$ cat src/rtl/maze_pkg.sv
// Shared maze geometry, bitmap widths, LFSR polynomial and generator state encoding.
// Imported by the generator, its LFSR and the movement/collision logic.
package maze_pkg;

    localparam int MAZE_COLS         = 10;
    localparam int MAZE_ROWS         = 15;
    localparam int MAZE_FOOD_PER_ROW = 20;

    localparam int H_WALLS_W = (MAZE_ROWS + 1) * MAZE_COLS;
    localparam int V_WALLS_W = MAZE_ROWS * (MAZE_COLS + 1);
    localparam int FOOD_W    = MAZE_ROWS * MAZE_FOOD_PER_ROW;

    // Galois taps for x^32 + x^22 + x^2 + x + 1
    localparam logic [31:0] LFSR_MASK         = 32'h8020_0003;
    localparam logic [31:0] MAZE_DEFAULT_SEED = 32'h0000_0001;

    typedef enum logic [2:0] {
        ST_IDLE  = 3'd0,
        ST_INIT  = 3'd1,
        ST_CARVE = 3'd2,
        ST_FOOD  = 3'd3,
        ST_FIN   = 3'd4
    } state_t;

    function automatic logic [31:0] lfsr_next(input logic [31:0] cur);
        return cur[0] ? ((cur >> 1) ^ LFSR_MASK) : (cur >> 1);
    endfunction

endpackage

$ cat src/rtl/maze_lfsr.sv
// 32-bit Galois LFSR with load and advance enables; a zero seed is replaced by
// DEFAULT_SEED so the register can never lock up at zero.
module maze_lfsr
    import maze_pkg::*;
#(
    parameter int          TAP_W        = 22,
    parameter logic [31:0] DEFAULT_SEED = MAZE_DEFAULT_SEED
) (
    input  logic             clk,
    input  logic             rst,
    input  logic             load,
    input  logic             advance,
    input  logic [31:0]      seed,
    output logic [TAP_W-1:0] taps
);

    logic [31:0] value_q;

    always_ff @(posedge clk) begin
        if (!rst) begin
            value_q <= DEFAULT_SEED;
        end else if (load) begin
            value_q <= (seed == 32'd0) ? DEFAULT_SEED : seed;
        end else if (advance) begin
            value_q <= lfsr_next(value_q);
        end
    end

    assign taps = value_q[TAP_W-1:0];

endmodule

$ cat src/rtl/maze_generator.sv
// Binary-tree maze generator: one cell per cycle carve, one food row per cycle.
// Define MAZE_GEN_SHADOW_EN to publish the bitmaps atomically when generation ends.
module maze_generator
    import maze_pkg::*;
#(
    parameter int          COLS         = MAZE_COLS,
    parameter int          ROWS         = MAZE_ROWS,
    parameter int          FOOD_PER_ROW = MAZE_FOOD_PER_ROW,
    parameter logic [31:0] DEFAULT_SEED = MAZE_DEFAULT_SEED
) (
    input  logic                           clk,
    input  logic                           rst,
    input  logic                           start,
    input  logic [31:0]                    seed,
    output logic                           busy,
    output logic                           done,
    output logic [(ROWS+1)*COLS-1:0]       h_walls,
    output logic [ROWS*(COLS+1)-1:0]       v_walls,
    output logic [ROWS*FOOD_PER_ROW-1:0]   food
);

    localparam int HW    = (ROWS + 1) * COLS;
    localparam int VW    = ROWS * (COLS + 1);
    localparam int FW    = ROWS * FOOD_PER_ROW;
    localparam int TAP_W = FOOD_PER_ROW + 2;
    localparam logic [3:0] LAST_COL = 4'(COLS - 1);
    localparam logic [3:0] LAST_ROW = 4'(ROWS - 1);

    state_t state, state_nxt;
    logic [3:0]  row, col, row_nxt, col_nxt;
    logic [HW-1:0] h_q, h_nxt;
    logic [VW-1:0] v_q, v_nxt;
    logic [FW-1:0] food_q, food_nxt;
    logic [TAP_W-1:0] lfsr;
    logic lfsr_load, lfsr_adv;
    logic [8:0] h_idx, v_idx, food_base;
    logic [FOOD_PER_ROW-1:0] food_row;

    maze_lfsr #(
        .TAP_W        (TAP_W),
        .DEFAULT_SEED (DEFAULT_SEED)
    ) u_lfsr (
        .clk     (clk),
        .rst     (rst),
        .load    (lfsr_load),
        .advance (lfsr_adv),
        .seed    (seed),
        .taps    (lfsr)
    );

    assign h_idx     = 9'(row) * 9'(COLS) + 9'(col);
    assign v_idx     = 9'(row) * 9'(COLS + 1) + 9'(col);
    assign food_base = 9'(row) * 9'(FOOD_PER_ROW);

    // A food slot is set when three consecutive LFSR bits are all ones (~1/8 density).
    always_comb begin
        food_row = lfsr[FOOD_PER_ROW-1:0] & lfsr[FOOD_PER_ROW:1] & lfsr[FOOD_PER_ROW+1:2];
        if (row == 4'd0) begin
            food_row[1:0] = 2'b00;
        end
    end

    always_ff @(posedge clk) begin
        if (!rst) begin
            state <= ST_IDLE;
        end else begin
            state <= state_nxt;
        end
    end

    always_comb begin
        state_nxt = state;
        row_nxt   = row;
        col_nxt   = col;
        h_nxt     = h_q;
        v_nxt     = v_q;
        food_nxt  = food_q;
        lfsr_load = 1'b0;
        lfsr_adv  = 1'b0;
        case (state)
            ST_IDLE: begin
                if (start) begin
                    lfsr_load = 1'b1;
                    state_nxt = ST_INIT;
                end
            end
            ST_INIT: begin
                h_nxt     = '1;
                v_nxt     = '1;
                food_nxt  = '0;
                row_nxt   = 4'd0;
                col_nxt   = 4'd0;
                state_nxt = ST_CARVE;
            end
            ST_CARVE: begin
                lfsr_adv = 1'b1;
                // Each cell except (0,0) opens exactly one passage north or west.
                if (row == 4'd0 && col != 4'd0) begin
                    v_nxt = v_q & ~(VW'(1) << v_idx);
                end else if (row != 4'd0 && col == 4'd0) begin
                    h_nxt = h_q & ~(HW'(1) << h_idx);
                end else if (row != 4'd0) begin
                    if (lfsr[0]) begin
                        h_nxt = h_q & ~(HW'(1) << h_idx);
                    end else begin
                        v_nxt = v_q & ~(VW'(1) << v_idx);
                    end
                end
                if (col == LAST_COL) begin
                    col_nxt = 4'd0;
                    if (row == LAST_ROW) begin
                        row_nxt   = 4'd0;
                        state_nxt = ST_FOOD;
                    end else begin
                        row_nxt = row + 4'd1;
                    end
                end else begin
                    col_nxt = col + 4'd1;
                end
            end
            ST_FOOD: begin
                lfsr_adv = 1'b1;
                food_nxt = food_q | (FW'(food_row) << food_base);
                if (row == LAST_ROW) begin
                    row_nxt   = 4'd0;
                    state_nxt = ST_FIN;
                end else begin
                    row_nxt = row + 4'd1;
                end
            end
            ST_FIN: begin
                state_nxt = ST_IDLE;
            end
            default: begin
                state_nxt = ST_IDLE;
            end
        endcase
    end

    always_ff @(posedge clk) begin
        if (!rst) begin
            row    <= 4'd0;
            col    <= 4'd0;
            h_q    <= '1;
            v_q    <= '1;
            food_q <= '0;
        end else begin
            row    <= row_nxt;
            col    <= col_nxt;
            h_q    <= h_nxt;
            v_q    <= v_nxt;
            food_q <= food_nxt;
        end
    end

    assign busy = (state == ST_INIT) || (state == ST_CARVE) || (state == ST_FOOD);
    assign done = (state == ST_FIN);

`ifdef MAZE_GEN_SHADOW_EN
    logic [HW-1:0] h_out;
    logic [VW-1:0] v_out;
    logic [FW-1:0] food_out;

    // Captured on the last food row so the new maze is visible in the done cycle.
    always_ff @(posedge clk) begin
        if (!rst) begin
            h_out    <= '1;
            v_out    <= '1;
            food_out <= '0;
        end else if (state == ST_FOOD && row == LAST_ROW) begin
            h_out    <= h_nxt;
            v_out    <= v_nxt;
            food_out <= food_nxt;
        end
    end

    assign h_walls = h_out;
    assign v_walls = v_out;
    assign food    = food_out;
`else
    assign h_walls = h_q;
    assign v_walls = v_q;
    assign food    = food_q;
`endif

endmodule
$ cat config.mk
export PLATFORM = sky130hd
export DESIGN_NAME = maze_generator
export DESIGN_NICKNAME = d
export VERILOG_FILES = /design/src/rtl/maze_pkg.sv /design/src/rtl/maze_lfsr.sv /design/src/rtl/maze_generator.sv
export SDC_FILE = /design/constraint.sdc
export NUM_CORES = 1
export LEC_CHECK = 0
export ABC_AREA = 1
export CORE_MARGIN = 1.5
export CORE_UTILIZATION = 40
export DETAILED_ROUTE_END_ITERATION = 8
export PLACE_DENSITY_LB_ADDON = 0.12
export SYNTH_ARGS = -nofsm -noshare
export SYNTH_HDL_FRONTEND = slang
export SYNTH_SLANG_ARGS = --single-unit
$ cat constraint.sdc
create_clock -name clk -period 4.2 [get_ports clk]
set_input_delay 0.84 -clock clk [delete_from_list [all_inputs] [get_ports clk]]
set_output_delay 0.84 -clock clk [all_outputs]
set_load 0.01 [all_outputs]
After elaboration in Yosys (flattened, before gate mapping)
Cells that the tools add are included.
{ "totals": {"register_bits": 668, "latch_bits": 0, "mem_bits_rw": 0, "rom_bits": 0, "input_bits": 35, "output_inout_bits": 627, "word_cells": 89, "mem_count": 0} }
{ "op_classes": {"addsub": 4, "multipliers": 3, "div_mod_pow": 0, "order_cmp": 0, "eq_ne": 16, "n_shift": 3, "n_mux": 29, "bitwise_logic": 8, "reduce_logical": 19} }
{ "ops": {"columns": ["cell", "count"], "rows": [
  ["$mux W165", 4],
  ["$mux W160", 4],
  ["$pmux W300 S2", 1],
  ["$pmux W165 S2", 1],
  ["$pmux W160 S2", 1],
  ["$or A300 B300 Y300", 1],
  ["$shl A20 B9 Y300", 1],
  ["$and A165 B165 Y165", 1],
  ["$not A165 Y165", 1],
  ["$shl A1 B9 Y165 const A", 1],
  ["$and A160 B160 Y160", 1],
  ["$not A160 Y160", 1],
  ["$shl A1 B9 Y160 const A", 1],
  ["$mux W32", 4],
  ["$and A20 B20 Y20", 2],
  ["$logic_not A32 Y1", 1],
  ["$add A8 B4 Y9", 2],
  ["$mul A4 B3 Y7 const B", 2],
  ["$mux W3", 4],
  ["$mux W4", 3],
  ["$ne A3 B3 Y1 const B", 4],
  ["$pmux W3 S4", 1],
  ["$pmux W4 S3", 1],
  ["$reduce_and A4 Y1", 3],
  ["other kinds (21)", 36]
]} }

Longest topological paths before layout
Gate-level depths: netlist of the first run.
{ "logic_depth": {"word_depth": 10, "mapped_depth": 17} }

Hierarchy
Synthesis of the first run repeated with hierarchy kept, for this count alone.
{ "unflattened": {"cells_unflattened": 3838, "hier_area_um2": 27508.9} }
{ "modules_own_cells": {"columns": ["mod", "instances", "cells_per_inst", "area_each_um2", "seq_area_each_um2"], "rows": [
  ["maze_generator", 1, 3597, 25782.2, 12732.2],
  ["maze_lfsr", 1, 241, 1726.7, 640.6]
]} }

Least setup slack after synthesis of the first run
Ideal clock, no wire load.
{ "synth_path": {"path_type": "flip-flop to flip-flop", "startpoint": "register row[1]", "endpoint": "register v_q[108], in the netlist v_walls[108]", "setup_time_ps": 126, "t_arrival_ps": 3302, "required_time_ps": 4074, "setup_slack_ps": 773, "stages_incl_launch_ff": 16, "cell_sequence": "dfxtp_1 > inv_1 > buf_1 > ha_1 > ha_1 > ha_1 > fa_1 > nand3_1 > nand2_1 > xor2_2 > inv_2 > nor2_4 > buf_2 > nand3b_1 > o21ai_1 > nand2_1"} }
{ "synth_via": {"elab_chain_cells": 10, "word_cells_on_any_way": 18, "classes_between": "add/sub (1); mul (1); eq/ne (3); shift (1); mux (5); bitwise (2); reduce/logical (5)"} }
{ "synth_lines": {"columns": ["item", "line", "text"], "rows": [
  ["start, declared", "maze_generator.sv:30", "logic [3:0] row, col, row_nxt, col_nxt;"],
  ["start signal, assigned", "maze_generator.sv:148", "row <= row_nxt;"],
  ["$mul A4 B4 Y8", "maze_generator.sv:52", "assign v_idx = 9'(row) * 9'(COLS + 1) + 9'(col);"],
  ["$add A8 B4 Y9", "maze_generator.sv:52", null],
  ["$shl A1 B9 Y165", "maze_generator.sv:99, maze_generator.sv:106", null],
  ["$not A165 Y165", "maze_generator.sv:99, maze_generator.sv:106", null],
  ["$and A165 B165 Y165", "maze_generator.sv:99, maze_generator.sv:106", null],
  ["$mux W165", "maze_generator.sv:103", "if (lfsr[0]) begin"],
  ["$mux W165", "maze_generator.sv:102", "end else if (row != 4'd0) begin"],
  ["$mux W165", "maze_generator.sv:100", "end else if (row != 4'd0 && col == 4'd0) begin"],
  ["$mux W165", "maze_generator.sv:98", "if (row == 4'd0 && col != 4'd0) begin"],
  ["$pmux W165 S2", "maze_generator.sv:80", "case (state)"],
  ["end signal, assigned", "maze_generator.sv:151", "v_q <= v_nxt;"],
  ["end, declared", "maze_generator.sv:32", "logic [VW-1:0] v_q, v_nxt;"]
]} }
Several ways; a longest one is shown, not always the timed one. The select of a mux whose other input is x is not followed.
A chain may end at the register's enable or synchronous reset.

Final worst setup path of the first run
{ "layout_path": {"startpoint": "register row[3]", "endpoint": "register v_q[40], in the netlist v_walls[40]"} }
The elaborated chain is that of the path after synthesis.

==> impl_metrics.json, run 1 <==
{
  "die_area_mm2": 0.0688,
  "hp-class": "reg2reg",
  "htreeDepth": 3,
  "netlist_area_mm2": 0.0269,
  "swShare_pct": 34.1,
  "grt_start_max_net_pins": 184,
  "clock_path_buffers": 3,
  "p_per_area_mw_per_mm2": 477,
  "synth-seq-cells": 668,
  "worstRegToRegCells": 12,
  "power_mw": 17.5,
  "rsz0062_at_grt": "no",
  "grt_pass1_wl_mm": 156,
  "post-dp-hpwl_mm": 73.6,
  "cap_violations": 0,
  "cp_slowest_stage_delay_ns": 0.84,
  "port_buffers": 661,
  "setup_violations": 0,
  "async_flop_share_pct": 0,
  "arrival_ns": 4.23,
  "core_area_mm2": 0.0661,
  "ioPinCount": 662,
  "areaGrowthSynthToFinish_pct": 36.6,
  "min_to": "v_walls[93]$_SDFFE_PN1P_",
  "vias_per_cell": 5.24,
  "p_leak_nw": 13.3,
  "internal-power_mw": 11.5,
  "crit_path_start_kind": "flip-flop",
  "r2r_end": "v_walls[40]$_SDFFE_PN1P_",
  "finalSetupTns_ns": 0,
  "routed_wirelength_mm": 103,
  "combPwrFrac_pct": 22.4,
  "first_iter_violations": 2281,
  "clk_transition_reported_paths_ns": 0.06,
  "drive_gt1_share_pct": 5.17,
  "fin_skew_ns": 0.0154,
  "synth_top_area_share_pct": 49.8,
  "worstPathCellList": "ha_1 > ha_4 > fa_4 > ha_1 > a21oi_1 > o211ai_1 > xor2_4 > inv_2 > nand2_1 > buf_4 > o21ai_0 > nand2_1",
  "cts_tree": "yes",
  "worst_pin_slew_ns": 1.38,
  "hold_path_startpoint": "v_walls[93]$_SDFFE_PN1P_",
  "grt_remaining_overflow": 0,
  "worstHoldPathCells": 2,
  "slowest_stage": "fa_4",
  "p_seq_share_pct": 39.2,
  "yosys-top-cells-area": "dfxtp_1, nand2_1, a21oi_1, nor2_1, nand3_1",
  "first_pass_iters": 6,
  "period_needed_ns": 3.75,
  "slew_headroom_pct": 7.69,
  "postCtsSetupBuffers": 0,
  "drtAntennaViolNets": 0,
  "regArea_mm2": 0.0134,
  "vias": 26600,
  "grt_pass1_vias": 25200,
  "route.detailed.drc": 0,
  "crit_path_end_kind": "flip-flop",
  "yosysUniqueCellTypes": 45,
  "final_max_slew_viol_count": 0,
  "die_y_um": 262,
  "clock_latency_ns": 0.62,
  "start_util_pct": 40.7,
  "vdd_ir_drop_max_v": 0.000348,
  "syn-num-nets": 3689,
  "cts_root_buf": "clkbuf_16",
  "fin_nets": 4234,
  "fillers": 6347,
  "finalCritPeriodShare_pct": 89.3,
  "r2r_start": "row[3]$_SDFFE_PN0P_",
  "synth_edf_count": 0,
  "hold_viol_final": 0,
  "worst-r2r-setup-slack_ns": 0.45,
  "synthCells": 3622,
  "cts_hold_buf": 0,
  "critical_path.max_fanout": 27,
  "synth_top_cell_by_area": "dfxtp_1",
  "cts_buffers": 75,
  "cts_resized": 0,
  "critical_path_class": "reg2reg",
  "ys_seq_area_share_pct": 49.8,
  "antenna_found_initial": 0,
  "rows": 94,
  "clock_power_share_pct": 38.4,
  "place.gp.congestion": 0.911,
  "p_switching_mw": 5.97,
  "cts_sinks": 668,
  "synthFlopType": "dfxtp_1",
  "grt_usage_pct": 29.0,
  "antenna_cells": 0,
  "required_ns": 4.68,
  "avgSynthCellArea_um2": 7.42,
  "die_width_um": 262,
  "multiInputGateArea_mm2": 0.0114,
  "yosys_warnings": 0,
  "status": "complete, no violations",
  "timing.fmax_mhz": 267,
  "routedWlPerCell_um": 20.4
}
## metal layers
layer	vias to the layer above	global-route usage, %	part of all wire (%)
li1	13000	-	-
met1	12500	35.9	41
met2	972	47.8	47
met3	185	8.23	8.0
met4	0	10.9	3.8
met5	-	0	0
## cells by family after synthesis
group                    Yosys count  synth area share (%)
AND/OR/NAND/NOR                 1655                  26.1
AO/OA/AOI/OAI                    727                  14.1
flip-flops                       668                  49.8
buffers and inverters            530                  7.96
adder cells (fa/ha/maj)           32                  1.63
XOR/XNOR                          10                 0.507
## power by group through the flow
stage / Combinational [mW] / Clock (mW) / Sequential (mW)
floorplan: 2.59 / 0 / 6.87
finish: 3.92 / 6.73 / 6.86
detailed placement: 3.88 / 0 / 6.99
global placement: 3.89 / 0 / 6.99
global route: 4.26 / 7.09 / 6.88
CTS: 3.90 / 6.84 / 6.85
## worst max-delay path by stage
stage | startpoint | to | slack (ns) | cells past startpoint
global placement | row[3]$_SDFFE_PN0P_ | v_walls[105]$_SDFFE_PN1P_ | 0.48 | 12
CTS | row[3]$_SDFFE_PN0P_ | v_walls[105]$_SDFFE_PN1P_ | 0.47 | 12
floorplan | row[1]$_SDFFE_PN0P_ | v_walls[108]$_SDFFE_PN1P_ | 0.77 | 15
global route | row[1]$_SDFFE_PN0P_ | v_walls[107]$_SDFFE_PN1P_ | 0.14 | 15
detailed placement | row[3]$_SDFFE_PN0P_ | v_walls[106]$_SDFFE_PN1P_ | 0.49 | 12
finish | row[3]$_SDFFE_PN0P_ | v_walls[40]$_SDFFE_PN1P_ | 0.45 | 12
## synth_stat cells (8+ instances only)
master      n
a31oi_1    11
o21ai_1   221
nor3_1     26
ha_1       27
a211oi_1   24
o211ai_1    8
clkbuf_1  146
buf_1      31
nand3_1   236
nand2_1   873
nor2_1    359
inv_2      14
inv_1     252
nand3b_1   29
dfxtp_1   668
o21ai_0   138
nand4_1   115
buf_2      64
a21oi_1   306
## cell usage in the layout, fill, tap and decap left out, types with 3 or more instances in the layout
cell type / Yosys / layout
a211oi_1: 24 / 24
a21oi_1: 306 / 306
a31oi_1: 11 / 11
buf_12: 0 / 14
buf_4: 7 / 51
bufinv_16: 0 / 7
clkbuf_1: 146 / 15
clkbuf_16: 0 / 78
clkbuf_8: 0 / 10
clkdlybuf4s50_1: 0 / 661
clkinv_1: 5 / 4
clkinv_2: 0 / 11
clkinv_8: 0 / 3
dfxtp_1: 668 / 668
fa_1: 5 / 4
ha_1: 27 / 26
inv_1: 252 / 251
inv_2: 14 / 14
inv_6: 1 / 5
nand2_1: 873 / 872
nand3_1: 236 / 236
nand3b_1: 29 / 29
nand4_1: 115 / 115
nor2_1: 359 / 358
nor2_4: 3 / 4
nor3_1: 26 / 26
nor4_1: 7 / 7
o211ai_1: 8 / 8
o21a_1: 5 / 5
o21ai_0: 138 / 138
o21ai_1: 221 / 221
o22ai_1: 3 / 3
o31ai_1: 3 / 3
or2_2: 3 / 3
xor2_1: 5 / 3
xor2_2: 3 / 3
xor2_4: 1 / 3
## state kept, by name (all words and copies together), names as in the netlist
signal,count
state,3
u_lfsr.value_q,32
food,300
v_walls,165
col,4
row,4
h_walls,160
## critical path: cells and delay by family, from the launching register on
kind	cells	cell delay, ns
compound gates	3	0.66
xor+xnor	1	0.20
fa+ha+maj	4	1.66
buf+inv	2	0.60
flops	1	0.31
simple gates	2	0.17
## per-stage QoR
step / utilization, % / setup WS (ns) / cells / instance area (um^2) / hold WS (ns)
floorplan: - / 0.773 / 3622 / 26900 / 0.450
global placement: 51.8 / 0.481 / 4954 / 34200 / 0.428
detailed placement: 51.8 / 0.490 / 4954 / 34200 / 0.431
CTS: 55.5 / 0.474 / 5083 / 36700 / 0.445
global route: 55.5 / 0.140 / 5083 / 36700 / 0.457
finish: 55.5 / 0.449 / 5083 / 36700 / 0.443
## area by class of cell
class	count	area share [%]
Clock inverter	26	0.971
Multi-Input combinational cell	2424	31.2
Sequential cell	668	36.4
Timing Repair Buffer	726	19.8
Clock buffer	103	5.84
Tap cell	864	2.94
Inverter	272	2.82
Power figures use the tool's default switching activity.
==> run 2, diff against run 1 <==
- CORE_AREA: not set -> 2 2 257 259
- CORE_MARGIN: 1.5 -> not set
- CORE_UTILIZATION: 40 -> not set
- DIE_AREA: not set -> 0 0 259 261
==> impl_metrics.json, run 2 (synthesized netlist as in run 1, its figures left out) <==
{
  "ioPinCount": 662,
  "vdd_ir_drop_max_v": 0.000368,
  "r2r_start": "row[1]$_SDFFE_PN0P_",
  "grt_pass1_wl_mm": 153,
  "slew_headroom_pct": 18.0,
  "largest_reg_flops": 300,
  "critical_path.max_fanout": 28,
  "worstRegToRegCells": 15,
  "drtAntennaViolNets": 0,
  "regArea_mm2": 0.0134,
  "status": "complete, no violations",
  "cts_hold_buf": 0,
  "first_pass_iters": 8,
  "postCtsSetupBuffers": 0,
  "drive_gt1_share_pct": 5.01,
  "antenna_cells": 0,
  "worstPathCellList": "buf_4 > inv_1 > ha_1 > ha_1 > ha_1 > fa_1 > nand3_1 > nand2_1 > xor2_2 > inv_2 > nor2_4 > buf_4 > nand3b_1 > o21ai_1 > nand2_1",
  "areaGrowthSynthToFinish_pct": 36.1,
  "routedWlPerCell_um": 20.3,
  "grt_usage_pct": 29.3,
  "die_width_um": 259,
  "clock_latency_ns": 0.62,
  "routed_wirelength_mm": 103,
  "final_cell_mix": "nand2_1, dfxtp_1, clkdlybuf4s50_1",
  "clock_path_buffers": 3,
  "finalSetupTns_ns": 0,
  "worst-r2r-setup-slack_ns": 0.31,
  "p_per_area_mw_per_mm2": 473,
  "critical_path_class": "reg2reg",
  "cts_resized": 0,
  "grt_remaining_overflow": 0,
  "cp_num_buf_inv": 4,
  "cap_violations": 0,
  "route.detailed.drc": 0,
  "fillers": 6278,
  "finalCritPeriodShare_pct": 92.7,
  "crit_path_end_kind": "flip-flop",
  "start_util_pct": 41.3,
  "slowest_stage": "nor2_4",
  "post-dp-hpwl_mm": 73.0,
  "cts_root_buf": "clkbuf_16",
  "cp_common_cell": "ha_1",
  "timing.fmax_mhz": 257,
  "place.gp.congestion": 0.924,
  "path_delay_family": "adder cells",
  "cts_tree": "yes",
  "cts_sinks": 668,
  "rows": 94,
  "rsz0062_at_grt": "no",
  "final_max_slew_viol_count": 0,
  "final_common_cell": "nand2_1",
  "required_ns": 4.68,
  "crit_path_start_kind": "flip-flop",
  "cts_buffers": 73,
  "arrival_ns": 4.38,
  "vias": 26500,
  "antenna_found_initial": 0,
  "fin_skew_ns": 0.0203,
  "worst_pin_slew_ns": 1.22,
  "fin_nets": 4230,
  "cp_num_cells": 15,
  "die_area_mm2": 0.0676,
  "multiInputGateArea_mm2": 0.0114,
  "first_iter_violations": 2519,
  "cp_slowest_stage_delay_ns": 0.61,
  "p_leak_nw": 13.3,
  "die_y_um": 261,
  "hold_viol_final": 0,
  "setup_violations": 0,
  "htreeDepth": 3,
  "holdWs_ns": 0.443,
  "r2r_end": "v_walls[58]$_SDFFE_PN1P_",
  "hp-class": "reg2reg",
  "worstSetupEndpoint": "v_walls[58]$_SDFFE_PN1P_",
  "port_buffers": 661,
  "period_needed_ns": 3.89,
  "startpoint": "row[1]$_SDFFE_PN0P_",
  "vias_per_cell": 5.22,
  "clk_transition_reported_paths_ns": 0.06,
  "core_area_mm2": 0.0650,
  "grt_pass1_vias": 24900,
  "grt_start_max_net_pins": 131
}
==> run 2: cell types whose count changed in the layout (fill, tap and decap cells not counted) <==
cell	delta
clkbuf_1	+1
buf_12	-2
clkbuf_8	+4
clkbuf_16	-2
clkinv_8	-2
inv_16	+2
inv_6	-3
clkinv_2	-2
bufinv_16	-2
==> run 2: worst min path at each step <==
stage,start,endpoint,slack (ns),depth (start not counted)
2_1_floorplan,u_lfsr.value_q[30]$_SDFFE_PN0P_,u_lfsr.value_q[30]$_SDFFE_PN0P_,0.45,2
3_5_place_dp,v_walls[88]$_SDFFE_PN1P_,v_walls[88]$_SDFFE_PN1P_,0.43,2
6_report,v_walls[88]$_SDFFE_PN1P_,v_walls[88]$_SDFFE_PN1P_,0.44,2
4_1_cts,v_walls[88]$_SDFFE_PN1P_,v_walls[88]$_SDFFE_PN1P_,0.44,2
3_3_place_gp,v_walls[98]$_SDFFE_PN1P_,v_walls[98]$_SDFFE_PN1P_,0.43,2
5_1_grt,v_walls[91]$_SDFFE_PN1P_,v_walls[91]$_SDFFE_PN1P_,0.46,2
==> run 2: area by class of cell <==
type                            count  area share (%)
Inverter                          272            2.83
Clock buffer                      106            5.89
Timing Repair Buffer              724            19.8
Multi-Input combinational cell   2424            31.3
Clock inverter                     19           0.732
Sequential cell                   668            36.5
Tap cell                          864            2.95
==> run 2: worst register-to-register path, cell delays in order (launching register included) <==
cell and delay, ns:
dfxtp_1 0.33, buf_4 0.31, inv_1 0.10, ha_1 0.32, ha_1 0.28, ha_1 0.23, fa_1 0.51, nand3_1 0.13
nand2_1 0.09, xor2_2 0.19, inv_2 0.10, nor2_4 0.61, buf_4 0.25, nand3b_1 0.10, o21ai_1 0.16, nand2_1 0.06
==> run 2: through the flow <==
step                std cells  total power [mW]  cell area, um^2  setup WS, ns  util, %
floorplan                3622              9.46            26900         0.773        -
global placement         4952              10.9            34200         0.446     52.5
detailed placement       4952              10.9            34200         0.349     52.5
CTS                      5077              17.4            36600         0.335     56.3
global route             5077              18.0            36600         0.101     56.3
finish                   5077              17.3            36600         0.306     56.3
==> run 2: routing by layer <==
layer	global-route usage [%]	vias up	share of wire, %
met4	11.9	0	4.3
met1	36.4	12400	41
li1	-	13000	-
met3	8.53	194	8.7
met5	0	-	0
met2	47.7	967	46
==> run 2: where the power goes <==
group / leakage (nW) / switching (mW) / internal, mW
Clock: 1.19 / 2.66 / 3.88
Sequential: 5.40 / 0.296 / 6.56
Combinational: 6.69 / 2.97 / 0.945
